### config.mk
export PLATFORM = sky130hd
export DESIGN_NAME = fwrisc_regfile_dump
export DESIGN_NICKNAME = d
export VERILOG_FILES = /design/src/rtl/fwrisc_regfile_dump.sv
export SDC_FILE = /design/constraint.sdc
export NUM_CORES = 1
export LEC_CHECK = 0
export ABC_CLOCK_PERIOD_IN_PS = 1310
export BUFFER_PORTS_ARGS = -buffer_cell sky130_fd_sc_hd__buf_4
export CORE_UTILIZATION = 41
export CTS_BUF_LIST = sky130_fd_sc_hd__clkbuf_4 sky130_fd_sc_hd__clkbuf_8 sky130_fd_sc_hd__clkbuf_16
export DETAILED_ROUTE_END_ITERATION = 7
export GPL_TIMING_DRIVEN = 0
export PLACE_DENSITY = 0.69
export REMOVE_ABC_BUFFERS = 1
export SYNTH_ARGS = -nofsm -noshare
export SYNTH_HDL_FRONTEND = slang
export SYNTH_SLANG_ARGS = --single-unit
### constraint.sdc
create_clock -name clock -period 1.31 [get_ports clock]
set_input_delay 0.0655 -clock clock [delete_from_list [all_inputs] [get_ports clock]]
set_output_delay 0.0655 -clock clock [all_outputs]
set_load 0.005 [all_outputs]
### src/rtl/fwrisc_regfile_dump.sv
// fwrisc_regfile_dump
//   Debug read-out engine for the 64-entry register file. On dump_req it
//   walks registers START_IDX..START_IDX+N_REGS-1 through the regfile's
//   synchronous read port. It streams a frame of HDR_BYTE followed by each
//   register, least significant byte first, over a valid/ready byte link.
// Ports:
//   clock, reset      rising-edge clock, async active-low reset
//   dump_req          start request (sampled only while idle)
//   dump_busy         high whenever the engine is not idle
//   dump_done         one-cycle pulse after the last byte is accepted
//   rf_raddr/rf_rdata regfile read port (data returns one cycle after address)
//   tx_data/tx_valid/tx_ready  byte stream towards the UART transmitter
module fwrisc_regfile_dump #(
  parameter int          N_REGS    = 32,
  parameter int          START_IDX = 0,
  parameter logic [7:0]  HDR_BYTE  = 8'hA5
) (
  input  logic        clock,
  input  logic        reset,
  input  logic        dump_req,
  output logic        dump_busy,
  output logic        dump_done,
  output logic [5:0]  rf_raddr,
  input  logic [31:0] rf_rdata,
  output logic [7:0]  tx_data,
  output logic        tx_valid,
  input  logic        tx_ready
);

  localparam logic [5:0] FIRST_IDX = 6'(START_IDX);
  localparam logic [5:0] LAST_IDX  = 6'(START_IDX + N_REGS - 1);

  typedef enum logic [2:0] {
    S_IDLE, S_HDR, S_LOAD, S_CAP, S_SEND, S_DONE
  } state_t;

  state_t      r_state, w_next;
  logic [5:0]  r_idx;
  logic [5:0]  r_raddr;   // last address, held outside LOAD/CAP
  logic [1:0]  r_bcnt;
  logic [31:0] r_shift;
  logic        w_xfer;
  logic        w_last_byte;

  assign w_xfer      = tx_valid & tx_ready;
  assign w_last_byte = (r_bcnt == 2'd3);

  always_ff @(posedge clock or negedge reset) begin
    if (!reset) r_state <= S_IDLE;
    else        r_state <= w_next;
  end

  always_comb begin
    w_next    = r_state;
    tx_valid  = 1'b0;
    tx_data   = 8'h00;
    dump_busy = 1'b1;
    dump_done = 1'b0;
    rf_raddr  = r_raddr;
    case (r_state)
      S_IDLE: begin
        dump_busy = 1'b0;
        if (dump_req) w_next = S_HDR;
      end
      S_HDR: begin
        tx_valid = 1'b1;
        tx_data  = HDR_BYTE;
        if (w_xfer) w_next = S_LOAD;
      end
      S_LOAD: begin
        rf_raddr = r_idx;
        w_next   = S_CAP;
      end
      S_CAP: begin
        rf_raddr = r_idx;
        w_next   = S_SEND;
      end
      S_SEND: begin
        tx_valid = 1'b1;
        tx_data  = r_shift[7:0];
        if (w_xfer && w_last_byte) w_next = (r_idx == LAST_IDX) ? S_DONE : S_LOAD;
      end
      S_DONE: begin
        dump_done = 1'b1;
        w_next    = S_IDLE;
      end
      default: w_next = S_IDLE;
    endcase
  end

  always_ff @(posedge clock or negedge reset) begin
    if (!reset) begin
      r_idx   <= 6'd0;
      r_raddr <= 6'd0;
      r_bcnt  <= 2'd0;
      r_shift <= 32'd0;
    end else begin
      case (r_state)
        S_IDLE: if (dump_req) r_idx <= FIRST_IDX;
        S_CAP: begin
          // regfile registered the address in LOAD, so data is valid now
          r_shift <= rf_rdata;
          r_bcnt  <= 2'd0;
          r_raddr <= r_idx;
        end
        S_SEND: if (w_xfer) begin
          r_shift <= r_shift >> 8;
          r_bcnt  <= r_bcnt + 2'd1;
          if (w_last_byte && r_idx != LAST_IDX) r_idx <= r_idx + 6'd1;
        end
        default: ;
      endcase
    end
  end

endmodule

* Yosys cells after proc, flatten, opt, wreduce, memory -nomap -nowiden
Index checks and enable logic that the tools add are counted.
** Cells by class
- $lt $le $gt $ge :: 0
- Divide/modulo/power cells :: 0
- Eq/ne operators :: 13
- Bitwise operators :: 1
- Shift operators :: 0
- $add $sub $neg :: 2
- Reduce and logical (&&, ||, !) cells :: 10
- $mul :: 0
- Muxes and demuxes :: 18
** Operators with widths (count)
- $pmux W32 S2 :: 1
- $mux W32 :: 1
- $mux W6 :: 4
- $pmux W8 S2 :: 1
- $pmux W3 S5 :: 1
- $mux W3 :: 4
- $pmux W6 S2 :: 1
- $ne A2 B2 Y1 const B :: 5
- $add A6 B1 Y6 const B :: 1
- $eq A3 B2 Y1 const B :: 2
- $eq A3 B3 Y1 const B :: 2
- $eq A6 B5 Y1 const B :: 1
- $ne A6 B5 Y1 const B :: 1
- $pmux W2 S2 :: 1
- $reduce_and A4 Y1 :: 1
- $reduce_bool A2 Y1 :: 2
- $reduce_or A2 Y1 :: 2
- $eq A3 B1 Y1 const B :: 1
- $logic_not A3 Y1 :: 1
- $mux W1 :: 3
- $reduce_and A3 Y1 :: 1
- $add A2 B1 Y2 const B :: 1
- $eq A2 B2 Y1 const B :: 1
- $logic_and A1 B1 Y1 :: 2
- 3 further kinds :: 3
** Storage, ports and cells
- Bits in registers :: 49
- Memories kept :: 0
- Word-level logic and storage cells :: 49
- Output and inout bits :: 17
- ROM bits :: 0
- Latch bits :: 0
- Bits in writable memories :: 0
- Bits of input ports :: 36

* Depth between registers and ports, before layout
- Depth after elaboration :: 7
- Mapped depth :: 7
- Depth with buffers taken out :: 5

* Worst setup path before layout
No wires, ideal clock.
- Path kind :: register to register
- From :: register r_idx[0]
- To :: register r_idx[1]
- Setup slack :: -0.134 ns
- Arrival time :: 1.365 ns
- Cell stages (with the launch flop) :: 6
- Buffers on the path :: 0
- Setup time :: 0.079 ns
- Required time :: 1.231 ns
- Period minus slack after synthesis :: 1.444 ns
- Cell sequence :: dfrtp_1 -> ha_1 -> and3_1 -> nand4b_1 -> o2111a_1 -> mux2i_1
** Between the ends
- Word-level cells in the longest chain between the ends :: 4
** Ends and longest elaborated chain
- start: declaration :: line 38 : logic [5:0] r_idx;
- start signal: assignment :: line 109 : if (w_last_byte && r_idx != LAST_IDX) r_idx <= r_idx + 6'd1;
- $add A6 B1 Y6 or $ne A6 B5 Y1 (tied branches) :: line 109
- $mux W6 or $logic_and A1 B1 Y1 (tied branches) :: line 109
- $mux W6 or $ne A2 B2 Y1 (tied branches)
- $pmux W6 S2 or $reduce_and A4 Y1 (tied branches)
Parallel ways exist; a longest one is shown, timed or not. The select of a mux whose other input is x is not followed.
A chain may end at the register's enable or synchronous reset.

* Worst setup path after layout
- From :: register r_state[2]
- To :: register r_idx[4]
** Between the ends
- Word-level cells in the longest chain between the ends :: 6
** Ends and longest elaborated chain
- start: declaration :: line 37 : state_t r_state, w_next;
- start signal: assignment :: line 50 : else r_state <= w_next;
- $eq A3 B3 Y1 or $eq A3 B1 Y1 (tied branches) :: line 60, 98
- $reduce_or A2 Y1 (no line)
- $mux W1 :: line 60 : case (r_state)
- $and A1 B1 Y1 :: line 45 : assign w_xfer = tx_valid & tx_ready;
- $ne A2 B2 Y1 (no line)
- $reduce_and A4 Y1 (no line)
Parallel ways exist; a longest one is shown, timed or not.

==> impl_metrics.py <==
metrics = {
    "clock_network": {
        "cts_tree": "built",
        "clk_pin_slew_ns": 0.10,
        "htreeDepth": 2,
        "clock_latency_ns": 0.32,
        "clockRootBuffer": "clkbuf_8",
        "clockBufferDepth": 2,
        "cts-buffers-inserted": 5,
        "cts_sinks": 49,
    },
    "layout": {
        "post-route-util": 0.685,
        "drive_gt1_frac": 0.512,
        "fill_cells": 400,
        "final_nets": 375,
        "multi_input_area_mm2": 0.00139,
        "n_antenna_cell": 0,
        "regArea_mm2": 0.00123,
        "syn_to_final_growth_pct": 57.2,
    },
    "logic_synthesis": {
        "synth.distinct_cells": 37,
        "synth.avg_cell_area_um2": 10.5,
        "synthTopCellsByArea": "dfrtp_1 50%, mux2i_1 11%, nand2_1 5.8%",
        "netlist.area_leader.share": 0.495,
        "synth_commonest_cells": "49 x dfrtp_1, 38 x nand2_1, 26 x mux2i_1",
        "syn_area_mm2": 0.00247,
        "ys_warn_count": 0,
        "ys_seq_elements": 49,
        "yosysSeqAreaShare": 0.495,
        "synth-async-reset-ratio": 1.00,
        "synth_edf_count": 0,
        "synthFlopType": "dfrtp_1",
        "yosysMostFrequentCell": "dfrtp_1",
        "synth_top_cell_by_area": "dfrtp_1",
        "post_synth_inst_count": 235,
    },
    "global_routing": {
        "grt_max_degree": 50,
        "gr-total-overflow": 0,
        "antenna_found_initial": 0,
        "grt_usage": 0.217,
        "grt_pass1_wl_mm": 10.4,
        "grt_pass1_vias": 2105,
    },
    "setup_path": {
        "cp.required_ns": 1.51,
        "slowest_stage": "dfrtp_2",
        "critPathCaptureType": "flop",
        "worst_r2r_path_depth": 6,
        "r2r-start": "r_state[2]",
        "cp_num_buf_inv": 2,
        "worstPathArrival_ns": 1.89,
        "path_class": "flop to flop",
        "crit_path_cell_trace": "nor3b_4 -> buf_8 -> buf_4 -> and3_4 -> nor3b_4 -> a211o_1",
        "crit_path_start_kind": "flop",
        "crit_top_cell": "nor3b_4",
        "cp_top_family": "simple AND/OR/NAND/NOR gates",
        "crit_cells": 6,
        "critical-path-max-stage-delay_ns": 0.47,
        "reg2reg_slack_ns": -0.38,
        "regToRegEndpoint": "r_idx[4]",
        "crit_fanout": 6,
    },
    "power_and_ir_drop": {
        "power.share.combinational": 0.526,
        "sw_frac_of_total": 0.353,
        "power_frac_clock": 0.154,
        "p_per_area_mw_per_mm2": 1960,
        "switchingPower_uw": 2690,
        "p_int_uw": 4940,
        "p_leak_uw": 0.00177,
        "seqPwrFrac": 0.319,
        "max-vdd-ir-drop_mv": 1.03,
    },
    "sta": {
        "fin_crit_sh": 1.29,
        "fin_setup_tns_ns": -16.28,
        "slew_headroom": 0.586,
        "hold_violations": 0,
        "hold_slack_ns": 0.0191,
        "post-route-min-period_ns": 1.69,
        "slew_viol_final": 0,
        "max_clock_freq_mhz": 592,
        "tightest_slew_ns": 0.621,
        "rsz0062_at_grt": "yes",
        "skew_ns": 0.00987,
        "finalSetupViolCount": 66,
        "final.setup.worst_slack_ns": -0.379,
    },
    "status": {
        "status": "finished, violations left",
        "violations": "setup timing",
    },
    "floorplan": {
        "dieArea_mm2": 0.00635,
        "core-area_mm2": 0.00568,
        "die_x_um": 79.7,
        "die_y_um": 79.7,
        "rows": 27,
        "start_util": 0.436,
        "io_pins": 53,
    },
    "route": {
        "postRouteAntennaNets": 0,
        "post_drt_via_cell_ratio": 5.37,
        "routedWlPerCell_um": 16.9,
        "vias": 2201,
        "routed_wl_mm": 6.91,
        "drt_iter0_drc": 102,
        "drc": 0,
        "dr.pass1.iters": 4,
    },
    "hold_path": {
        "hold_path_class": "input pin to flop",
        "min_path_cells": 3,
        "worstHoldEndpoint": "r_shift[21]",
        "hold_path.startpoint": "rf_rdata[21]",
    },
    "placement": {
        "hpwl_mm": 3.33,
        "gp_congestion": 0.696,
        "io_buffers": 52,
    },
    "flow_run": {
        "cap_violations": 0,
    },
}
[state kept, by name, indices dropped and copies added, names as in the netlist]
name     count
r_bcnt       2
r_idx        6
r_raddr      6
r_shift     32
r_state      3
[power groups by stage]
stage	clock, uW	combinational [uW]	sequential (uW)
after global routing	1240	4310	2490
after floorplan	0	1410	2350
after CTS	1190	3100	2370
final	1180	4020	2440
after global placement	0	1980	2430
after detailed placement	0	2080	2460
[routing by layer]
layer / GRT usage / vias to the layer above / wire length (um)
li1: - / 1039 / -
met1: 0.273 / 1110 / 2990
met2: 0.368 / 44 / 3600
met3: 0.0526 / 8 / 234
met4: 0.0600 / 0 / 82
met5: 0 / - / 0
[how the worst max path moves through the flow]
stage,startpoint,to
2_1_floorplan,r_state[2],r_shift[24]
3_3_place_gp,r_state[2],r_shift[27]
3_5_place_dp,r_state[1],r_shift[2]
4_1_cts,r_state[1],tx_data[4]
5_1_grt,r_state[2],r_idx[4]
6_report,r_state[2],r_idx[4]
[worst reg2reg max path: cells and delay by family (launching register included)]
kind	cells	cell delay, ns
and+or+nand+nor	3	0.54
AOI/OAI and AO/OA	1	0.29
buffers and inverters	2	0.27
DFF	1	0.47
[placed cells by master (no fill, tap or decap), types with 5 or more instances in the layout]
| cell | n |
|---|---|
| a22o_1 | 8 |
| buf_4 | 62 |
| o21ai_1 | 25 |
| nand2_1 | 28 |
| a21oi_2 | 8 |
| clkbuf_8 | 6 |
| dfrtp_1 | 46 |
| buf_6 | 24 |
| mux2_2 | 6 |
| a21oi_4 | 5 |
| mux2i_1 | 20 |
| buf_12 | 6 |
| mux2i_2 | 5 |
| buf_8 | 5 |
| dlygate4sd3_1 | 9 |
| nand2_2 | 9 |
[per-stage QoR]
step                instance area, um^2  instances  power, uW  setup WS (ns)
floorplan                          2350        219       3760          -1.41
global placement                   2840        343       4400          -2.23
detailed placement                 2870        345       4540          -1.37
CTS                                3560        395       6650         -0.306
global route                       3890        410       8040         -0.419
finish                             3890        410       7630         -0.379
[kinds of logic (layout without fill, tap and decap cells)]
kind of cell,Yosys count,after routing,share of synthesized area
and+or+nand+nor,70,70,0.143
AOI/OAI and AO/OA,58,62,0.144
DFF,49,49,0.495
muxes,36,36,0.151
buffers and inverters,19,118,0.0531
adders and majority gates,2,2,0.0101
xor gates and xnor gates,1,1,0.00354
[what timing repair did]
action	in CTS	in global routing
pin swaps	28	23
endpoints found under the setup margin	66	66
endpoints found under the hold margin	57	0
hold buffers	9	0
setup buffers	28	15
gates cloned	5	0
resized for setup	58	47
[area by class of cell]
class,count,area share
repair buffers,107,0.270
clock inverters,1,0.00772
flip-flops and latches,49,0.316
clock buffers,7,0.0232
inverters,3,0.00289
multi-input cells,171,0.357
well taps,72,0.0232
Note: power is estimated with default switching activity, not from simulation.
